## src/rtl/dmem_responder_if.sv

```systemverilog
`default_nettype none
// ============================================================================
//  Module      : dmem_responder_if
//  Description : Request/response bundle between the core's load/store port
//                (master) and the data-memory responder (slave).
//  Signals     : req_valid/req_ready    request handshake
//                req_we, req_funct3     store flag and RV32I width code
//                req_addr, req_wdata    byte address and right-aligned data
//                rsp_valid/rsp_ready    response handshake
//                rsp_rdata, rsp_err     extended load data and fault flag
//  Revision    : 1.0  initial release
// ============================================================================
interface dmem_responder_if;
    logic        req_valid;
    logic        req_ready;
    logic        req_we;
    logic [2:0]  req_funct3;
    logic [31:0] req_addr;
    logic [31:0] req_wdata;
    logic        rsp_valid;
    logic        rsp_ready;
    logic [31:0] rsp_rdata;
    logic        rsp_err;

    modport master (
        output req_valid, req_we, req_funct3, req_addr, req_wdata, rsp_ready,
        input  req_ready, rsp_valid, rsp_rdata, rsp_err
    );

    modport slave (
        input  req_valid, req_we, req_funct3, req_addr, req_wdata, rsp_ready,
        output req_ready, rsp_valid, rsp_rdata, rsp_err
    );
endinterface
`default_nettype wire

```

## src/rtl/dmem_responder.sv

```systemverilog
`default_nettype none
// ============================================================================
//  Module      : dmem_responder
//  Description : Single-outstanding data-memory responder for an RV32I core.
//                Accepts one load/store, waits LATENCY cycles, performs the
//                byte/halfword/word access on an internal RAM and returns a
//                registered, extended response held until accepted.
//  Parameters  : DEPTH   RAM size in 32-bit words (power of two, >= 4)
//                LATENCY wait states between acceptance and response (0..15)
//  Ports       : clk     rising-edge clock
//                reset   asynchronous active-high reset (RAM not cleared)
//                bus     dmem_responder_if slave modport
//  Revision    : 1.0  initial release
// ============================================================================
module dmem_responder #(
    parameter int DEPTH   = 64,
    parameter int LATENCY = 2
) (
    input  wire logic          clk,
    input  wire logic          reset,
    dmem_responder_if.slave    bus
);
    localparam int         AW    = $clog2(DEPTH);
    localparam logic [3:0] C_LAT = 4'(LATENCY);

    typedef enum logic [1:0] {
        S_IDLE = 2'd0,
        S_WAIT = 2'd1,
        S_RESP = 2'd2
    } state_t;

    state_t      r_state;
    state_t      w_next;

    logic        r_we;
    logic [2:0]  r_funct3;
    logic [31:0] r_addr;
    logic [31:0] r_wdata;
    logic [3:0]  r_cnt;
    logic [31:0] r_rdata;
    logic        r_err;

    logic [31:0] r_mem [DEPTH];

    logic        w_req_ready;
    logic        w_rsp_valid;
    logic        w_accept;
    logic        w_access;

    logic        w_we;
    logic [2:0]  w_f3;
    logic [31:0] w_addr;
    logic [31:0] w_wdata;
    logic [AW-1:0] w_idx;
    logic [1:0]  w_lane;
    logic [31:0] w_word;
    logic [7:0]  w_byte;
    logic [15:0] w_half;
    logic [31:0] w_load;
    logic [31:0] w_merged;
    logic        w_misalign;
    logic        w_err;

    // ------------------------------------------------------------------
    // FSM: state register and next-state / handshake outputs
    // ------------------------------------------------------------------
    always_ff @(posedge clk or posedge reset) begin
        if (reset) r_state <= S_IDLE;
        else       r_state <= w_next;
    end

    always_comb begin
        w_next      = r_state;
        w_req_ready = 1'b0;
        w_rsp_valid = 1'b0;
        case (r_state)
            S_IDLE: begin
                w_req_ready = 1'b1;
                if (bus.req_valid)
                    w_next = (C_LAT == 4'd0) ? S_RESP : S_WAIT;
            end
            S_WAIT: begin
                if (r_cnt == 4'd1) w_next = S_RESP;
            end
            S_RESP: begin
                w_rsp_valid = 1'b1;
                if (bus.rsp_ready) w_next = S_IDLE;
            end
            default: w_next = S_IDLE;
        endcase
    end

    assign w_accept = (r_state == S_IDLE) && bus.req_valid;
    // Zero-latency builds access RAM on the acceptance edge itself.
    assign w_access = (w_accept && (C_LAT == 4'd0)) ||
                      ((r_state == S_WAIT) && (r_cnt == 4'd1));

    // ------------------------------------------------------------------
    // Access operands: the live bus in IDLE (zero-latency path), the
    // latched request otherwise.
    // ------------------------------------------------------------------
    always_comb begin
        if (r_state == S_IDLE) begin
            w_we    = bus.req_we;
            w_f3    = bus.req_funct3;
            w_addr  = bus.req_addr;
            w_wdata = bus.req_wdata;
        end else begin
            w_we    = r_we;
            w_f3    = r_funct3;
            w_addr  = r_addr;
            w_wdata = r_wdata;
        end
    end

    assign w_idx  = w_addr[AW+1:2];
    assign w_lane = w_addr[1:0];
    assign w_word = r_mem[w_idx];
    assign w_byte = w_word[{w_lane, 3'b000} +: 8];
    assign w_half = w_word[{w_lane[1], 4'b0000} +: 16];

    // Fault detection: alignment, width code legality, and range
    always_comb begin
        w_misalign = 1'b1;
        case (w_f3)
            3'b000: w_misalign = 1'b0;
            3'b001: w_misalign = w_addr[0];
            3'b010: w_misalign = |w_addr[1:0];
            3'b100: w_misalign = w_we;              // no unsigned stores
            3'b101: w_misalign = w_we | w_addr[0];
            default: w_misalign = 1'b1;
        endcase
    end

    assign w_err = w_misalign | (|w_addr[31:AW+2]);

    always_comb begin
        w_load = 32'h0;
        case (w_f3)
            3'b000: w_load = {{24{w_byte[7]}}, w_byte};
            3'b001: w_load = {{16{w_half[15]}}, w_half};
            3'b010: w_load = w_word;
            3'b100: w_load = {24'h0, w_byte};
            3'b101: w_load = {16'h0, w_half};
            default: w_load = 32'h0;
        endcase
    end

    // Read-modify-write merge so unselected lanes keep their old bytes
    always_comb begin
        w_merged = w_word;
        case (w_f3[1:0])
            2'b00:   w_merged[{w_lane, 3'b000} +: 8]     = w_wdata[7:0];
            2'b01:   w_merged[{w_lane[1], 4'b0000} +: 16] = w_wdata[15:0];
            default: w_merged = w_wdata;
        endcase
    end

    // ------------------------------------------------------------------
    // Request latch, wait counter, registered response
    // ------------------------------------------------------------------
    always_ff @(posedge clk or posedge reset) begin
        if (reset) begin
            r_we     <= 1'b0;
            r_funct3 <= 3'b000;
            r_addr   <= 32'h0;
            r_wdata  <= 32'h0;
            r_cnt    <= 4'd0;
            r_rdata  <= 32'h0;
            r_err    <= 1'b0;
        end else begin
            if (w_accept) begin
                r_we     <= bus.req_we;
                r_funct3 <= bus.req_funct3;
                r_addr   <= bus.req_addr;
                r_wdata  <= bus.req_wdata;
                r_cnt    <= C_LAT;
            end else if (r_state == S_WAIT) begin
                r_cnt <= r_cnt - 4'd1;
            end
            if (w_access) begin
                r_err   <= w_err;
                r_rdata <= (w_err || w_we) ? 32'h0 : w_load;
            end
        end
    end

    // RAM has no reset; reset only blocks a write on the edge it covers.
    always_ff @(posedge clk) begin
        if (!reset && w_access && w_we && !w_err)
            r_mem[w_idx] <= w_merged;
    end

    assign bus.req_ready = w_req_ready;
    assign bus.rsp_valid = w_rsp_valid;
    assign bus.rsp_rdata = r_rdata;
    assign bus.rsp_err   = r_err;
endmodule
`default_nettype wire

```

## src/flat_wrapper.sv

```systemverilog
// flat-port wrapper written by rule: the top's interface ports become plain ports
module dmem_responder_flat 
#(
    parameter int DEPTH   = 64,
    parameter int LATENCY = 2
)
  (clk, reset, bus_req_valid, bus_req_we, bus_req_funct3, bus_req_addr, bus_req_wdata, bus_rsp_ready, bus_req_ready, bus_rsp_valid, bus_rsp_rdata, bus_rsp_err);
  dmem_responder_if bus_i ();
  input  wire logic clk;
  input  wire logic reset;
  input wire logic [$bits(bus_i.req_valid)-1:0] bus_req_valid;
  input wire logic [$bits(bus_i.req_we)-1:0] bus_req_we;
  input wire logic [$bits(bus_i.req_funct3)-1:0] bus_req_funct3;
  input wire logic [$bits(bus_i.req_addr)-1:0] bus_req_addr;
  input wire logic [$bits(bus_i.req_wdata)-1:0] bus_req_wdata;
  input wire logic [$bits(bus_i.rsp_ready)-1:0] bus_rsp_ready;
  output wire logic [$bits(bus_i.req_ready)-1:0] bus_req_ready;
  output wire logic [$bits(bus_i.rsp_valid)-1:0] bus_rsp_valid;
  output wire logic [$bits(bus_i.rsp_rdata)-1:0] bus_rsp_rdata;
  output wire logic [$bits(bus_i.rsp_err)-1:0] bus_rsp_err;
  assign bus_i.req_valid = bus_req_valid;
  assign bus_i.req_we = bus_req_we;
  assign bus_i.req_funct3 = bus_req_funct3;
  assign bus_i.req_addr = bus_req_addr;
  assign bus_i.req_wdata = bus_req_wdata;
  assign bus_i.rsp_ready = bus_rsp_ready;
  assign bus_req_ready = bus_i.req_ready;
  assign bus_rsp_valid = bus_i.rsp_valid;
  assign bus_rsp_rdata = bus_i.rsp_rdata;
  assign bus_rsp_err = bus_i.rsp_err;
  dmem_responder #(.DEPTH(DEPTH), .LATENCY(LATENCY)) u_core (.clk(clk), .reset(reset), .bus(bus_i));
endmodule
```

## config.mk

```make
export PLATFORM = sky130hd
export DESIGN_NAME = dmem_responder_flat
export DESIGN_NICKNAME = d
export VERILOG_FILES = /design/src/rtl/dmem_responder_if.sv /design/src/rtl/dmem_responder.sv /design/src/flat_wrapper.sv
export SDC_FILE = /design/constraint.sdc
export NUM_CORES = 2
export LEC_CHECK = 0
export CORE_AREA = 2 2 434 436
export DETAILED_ROUTE_END_ITERATION = 10
export DIE_AREA = 0 0 436 438
export PLACE_DENSITY_LB_ADDON = 0.08
export SLEW_MARGIN = 30
export SYNTH_ARGS = -nofsm -noshare
export SYNTH_HDL_FRONTEND = slang
export SYNTH_SLANG_ARGS = --single-unit
```

## constraint.sdc

```tcl
create_clock -name clk -period 8.2 [get_ports clk]
set_clock_uncertainty 0.2 [all_clocks]
set_input_delay 1.64 -clock clk [delete_from_list [all_inputs] [get_ports clk]]
set_output_delay 1.64 -clock clk [all_outputs]
set_load 0.05 [all_outputs]
```

# ---- Word level (Yosys, flattened, before mapping)
# Memory sizes are Yosys's and may differ from the RTL's.
# Cells that the tools add are included.
dict set report totals {
  ff_bits 107
  latchBits 0
  ram_bits 2048
  rom_bits 0
  word_cells 66
  n_memories 1
}
dict set report classes {
  add_sub_neg 3
  n_mul 0
  div_mod_pow 0
  magnitude_cmp 0
  eq_ne 11
  shift 6
  mux 20
  n_bitwise 2
  n_reduce_logical 15
}
# name depth word_bits read_ports rd_ports_with_merged_regs wr line
set memory_table {}
lappend memory_table {u_core.r_mem 64 32 1 0 1 dmem_responder.sv:43} ;# logic [31:0] r_mem [DEPTH];
# cell n
set ops {}
lappend ops {{32-bit case mux with 5 select lines} 1}
lappend ops {{32-bit two-way mux} 3}
lappend ops {{32-bit bitwise mux} 2}
lappend ops {{32-bit case mux with 2 select lines} 1}
lappend ops {{16-bit by 7-bit variable shift with 32-bit output, first input constant} 1}
lappend ops {{8-bit by 7-bit variable shift with 32-bit output, first input constant} 1}
lappend ops {{16-bit by 7-bit indexed part select with 32-bit output} 1}
lappend ops {{32-bit by 6-bit indexed part select with 16-bit output} 1}
lappend ops {{32-bit by 6-bit indexed part select with 8-bit output} 1}
lappend ops {{8-bit by 7-bit indexed part select with 32-bit output} 1}
lappend ops {{24-bit OR reduction} 1}
lappend ops {{5-bit negator with 7-bit output} 2}
lappend ops {{4-bit two-way mux} 2}
lappend ops {{3-bit == test, second input constant} 2}
lappend ops {{2-bit two-way mux} 3}
lappend ops {{2-bit != test, second input constant} 3}
lappend ops {{2-bit case mux with 3 select lines} 1}
lappend ops {{1-bit logical AND} 5}
lappend ops {{1-bit two-way mux} 5}
lappend ops {{1-bit case mux with 5 select lines} 1}
lappend ops {{2-bit by 1-bit == test with 1-bit output, second input constant} 2}
lappend ops {{4-bit by 1-bit == test with 1-bit output, second input constant} 1}
lappend ops {{2-bit logical NOT} 2}
lappend ops {{4-bit by 1-bit subtractor with 4-bit output, second input constant} 1}
lappend ops {{other kinds (11)} 13}

# ---- Longest topological paths before layout
dict set report logic_depth {
  word_depth 9
  mapped_depth 18
  mapped_depth_nobuf 11
}

# ---- Worst setup path before layout
# OpenSTA, ideal clock, no wires.
dict set report synth_timing {
  path_type {input port to flip-flop}
  startpoint {input bus_req_addr[2]}
  endpoint {memory u_core.r_mem[0][29] (data pin)}
  setup_ps 768
  t_arrival_ps 6725
  required_time_ps 7232
  path_slack_ps 508
  cell_stages 13
  cell_sequence {or3b_1 > clkbuf_1 > nand2_1 > buf_2 > buf_2 > buf_2 > nand2_1 > a31oi_1 > a31oi_1 > nor4_1 > nand3_1 > o221a_2 > a311oi_1}
}
dict set report synth_between {
  elab_chain_cells 4
}
# element line
set synth_rtl {}
lappend synth_rtl {{start: declaration} flat_wrapper.sv:14} ;# input wire logic [$bits(bus_i.req_addr)-1:0] bus_req_addr;
lappend synth_rtl {{32-bit two-way mux (*)} dmem_responder.sv:103} ;# if (r_state == S_IDLE) begin
lappend synth_rtl {{memory read 64 x 32 bit (*)} n/a}
lappend synth_rtl {{32-bit bitwise mux, on equally long branches} {dmem_responder.sv:154, dmem_responder.sv:153}}
lappend synth_rtl {{32-bit case mux with 2 select lines (*)} dmem_responder.sv:152} ;# case (w_f3[1:0])
lappend synth_rtl {{via u_core.w_merged[29]} dmem_responder.sv:60} ;# logic [31:0] w_merged;
lappend synth_rtl {{end: declaration} dmem_responder.sv:43}
# The timed path passes the listed nets; every way through them passes the cells marked *.

# ---- Final worst setup path
dict set report layout_timing {
  startpoint {input bus_req_addr[4]}
  endpoint {memory u_core.r_mem[61][20] (data pin)}
}
# Same word-level chain as after synthesis.

==> metrics <==
number of fill cells in the layout=15700; most used cell, CP=buf_4; Final Power=48800 uW; Congestion Overflow GR=0; Req. time, crit path=8.59 ns; FF+latch area=64200 um2; P&R area growth vs syn=17.9%; Met3 Wirelength=between 30 and 40 mm; post-synthesis sequential area ratio=about three quarters; CP startpoint=bus_req_addr[4]; FFs w/ async S/R, synth=4.97%; CTS Buffer Depth=3; Cell Rows=approximately 160; post-synth top area cell=edfxtp_1; Core Util, Final=52.7%; worst-path cell with the longest stage delay=clkdlybuf4s50_1; max incr delay on CP=about 0.9 ns; Yosys cell types=between 80 and 90; DRT antenna net count=0; Die X=around 440 um; Final min period=between 6 and 7 ns; area share of the largest cell type after synthesis=73.7%; Post-DP HPWL=about 200 mm; clock root buffer=clkbuf_16; Post-Syn Instances=between 5000 and 6000; Resized Gates After CTS=0; clock-pin slew on the worst setup and hold paths=0.06 ns; final wirelength=roughly 330 mm; crit end category=flop; WHS Path Cells=2; Yosys reg bits=~2200; global-route wire length before repair=around 460 mm; CP Class=input pin to flop; PwrDens=around 500 nW/um2; Achievable Freq=between 100 and 150 MHz; max-cap viol count=0; worst path arrival time=7.37 ns; routed len/inst=38.3 um; GPL Wtd Cong=0.947; final hold violation count=0; initial antenna violation count=14; Worst Min Path Start=u_core.r_wdata[7]; number of flops mapped to enable cells by yosys=2048; H-tree levels=4; number of global-route vias before repair=54000; die height=438 um; met2 WL=between 150 and 200 mm; cell chain of the critical path=clkdlybuf4s50_1 > nand2_1 > a2bb2oi_4 > buf_4 > buf_4 > o22ai_1 > o41ai_2 > o221ai_1 > nor4_2 > buf_4 > a21oi_1 > o211ai_1 > buf_12; via count=about 57000; worst reg2reg path depth=14; Leak=~0.032 uW; Cell Area, Synth=roughly 83000 um2; top sig layer=met5; Initial Util=around 45%; worst skew pair latency=about 0.86 ns; Synth Area per Inst=~15 um2; Setup Fix Bufs, Post-CTS=0; core box area=between 150000 and 200000 um2; Num CTS Buffers=about 220; # nets final=between 6000 and 7000; Ports=107; DRC Markers=0; # clock sinks=between 2000 and 2500; fin crit share=a little under nine tenths; Synthesized Nets=~5800; largest net degree at the start of global routing=65; Slew Limit Fails=0; CTS tree=done; layout cells sized above 1=around 14%; IO buf count=between 100 and 150; status=finished clean; final setup fails=0; area of the multi-input gates=18800 um2; Worst-Margin Slew=approximately 1.1 ns; startpoint types=input pin; Peak VDD IR=around 840 uV; GRT Total Usage=approximately a third; Met1 Wirelength=roughly 130 mm; Max-slew headroom=about 23%; CP Max Fanout=64; Worst Hold Class=flop to flop; Hold-fix buffers, CTS=0; unrepaired setup endpoints after global routing=no; Via density=6.55; dominant cells by area after synthesis=edfxtp_1 (74%), nand2_1 (4.3%), o22ai_1 (3.2%), dfrtp_1 (3.2%), mux2i_1 (1.5%); 1st-pass router iterations=6; Starting DRT DRC Count=8852; Die ar.=between 150000 and 200000 um2; top_reg_cell synth=edfxtp_1; r2r startpoint=u_core.r_state[1]; Yosys Warn Count=0; WHS=approximately 0.28 ns
final timing paths:
path,to,slack (ns)
setup / recovery,u_core.r_mem[61][20],1.22
hold / removal,u_core.r_wdata[7],0.28
setup reg to reg,u_core.r_mem[39][21],1.97
hold reg to reg,u_core.r_wdata[7],0.28
max in group asynchronous,u_core.r_addr[2],5.41
min in group asynchronous,u_core.r_wdata[30],1.16
cells in the final DEF (no fill, tap or decap), types with 129 or more instances in the layout:
| cell | count |
|---|---|
| edfxtp_1 | 2048 |
| nand2_1 | 943 |
| o22ai_1 | 427 |
| buf_4 | 329 |
| clkbuf_16 | 223 |
| nor2_1 | 221 |
| a21oi_1 | 194 |
| nand3_1 | 155 |
| o21ai_0 | 132 |
| a31oi_1 | 129 |
metrics by stage:
step | area, um2 | setup slack (ns) | setup TNS (ns) | cells
6_report | 98300 | 1.22 | 0 | 8738
5_1_grt | 98300 | 1.36 | 0 | 8736
4_1_cts | 98200 | 1.39 | 0 | 8731
3_5_place_dp | 91500 | 0.493 | 0 | 8331
3_3_place_gp | 90900 | -0.0764 | -4.21 | 8311
2_1_floorplan | 83400 | 0.508 | 0 | 5687
state kept, by name, indices dropped and copies added (netlist names):
signal,flops
u_core.bus.rsp_err,1
u_core.bus.rsp_rdata,32
u_core.r_addr,32
u_core.r_cnt,4
u_core.r_funct3,3
u_core.r_mem,2048
u_core.r_state,2
u_core.r_wdata,32
u_core.r_we,1
cells in the mapped netlist (all sizes together) (39+ instances only):
library cell,n
a211oi,42
a21oi,198
a221oi,39
a22oi,69
a31oi,133
a32oi,63
buf,180
clkbuf,188
dfrtp,107
edfxtp,2048
mux2i,123
nand2,955
nand3,156
nor2,290
nor3,50
nor4,54
o21ai,142
o221ai,61
o22ai,433
critical path, delay by kind of cell:
kind	cells	cell delay, ns
AND/OR/NAND/NOR	2	0.92
buffers and inverters	5	2.13
AO/OA/AOI/OAI	6	2.44
kinds of logic (layout without fill, tap and decap cells):
| logic type | count (synthesis) | after routing | synth area share, % |
|---|---|---|---|
| flops | 2155 | 2155 | 77.0 |
| simple gates | 1620 | 1620 | 8.24 |
| compound gates | 1377 | 1377 | 11.1 |
| buf+inv | 393 | 946 | 1.97 |
| mux | 134 | 134 | 1.64 |
| fa+ha+maj | 7 | 7 | 0.105 |
| xor+xnor | 1 | 1 | 0.0105 |
| other cells | 0 | 3 | 0 |
cell type report:
type / instances / share of cell area, %
sequential: 2155 / 65.3
multi-input combinational: 3139 / 19.1
clock buffer: 286 / 6.00
timing repair buffer: 521 / 5.50
tap: 2495 / 3.17
clock inverter: 114 / 0.865
inverter: 25 / 0.0993
antenna: 3 / 0.00763
power breakdown:
group	internal, uW	switching, uW
sequential	17400	174
clock	5290	4280
combinational	5340	16400
total	28000	20800
routing by layer:
| layer | vias up | track usage, % |
|---|---|---|
| li1 | 23100 | - |
| met1 | 29800 | 47.5 |
| met2 | 3697 | 53.8 |
| met3 | 620 | 6.57 |
| met4 | 8 | 14.9 |
| met5 | - | 0 |
Power figures use the tool's default switching activity.
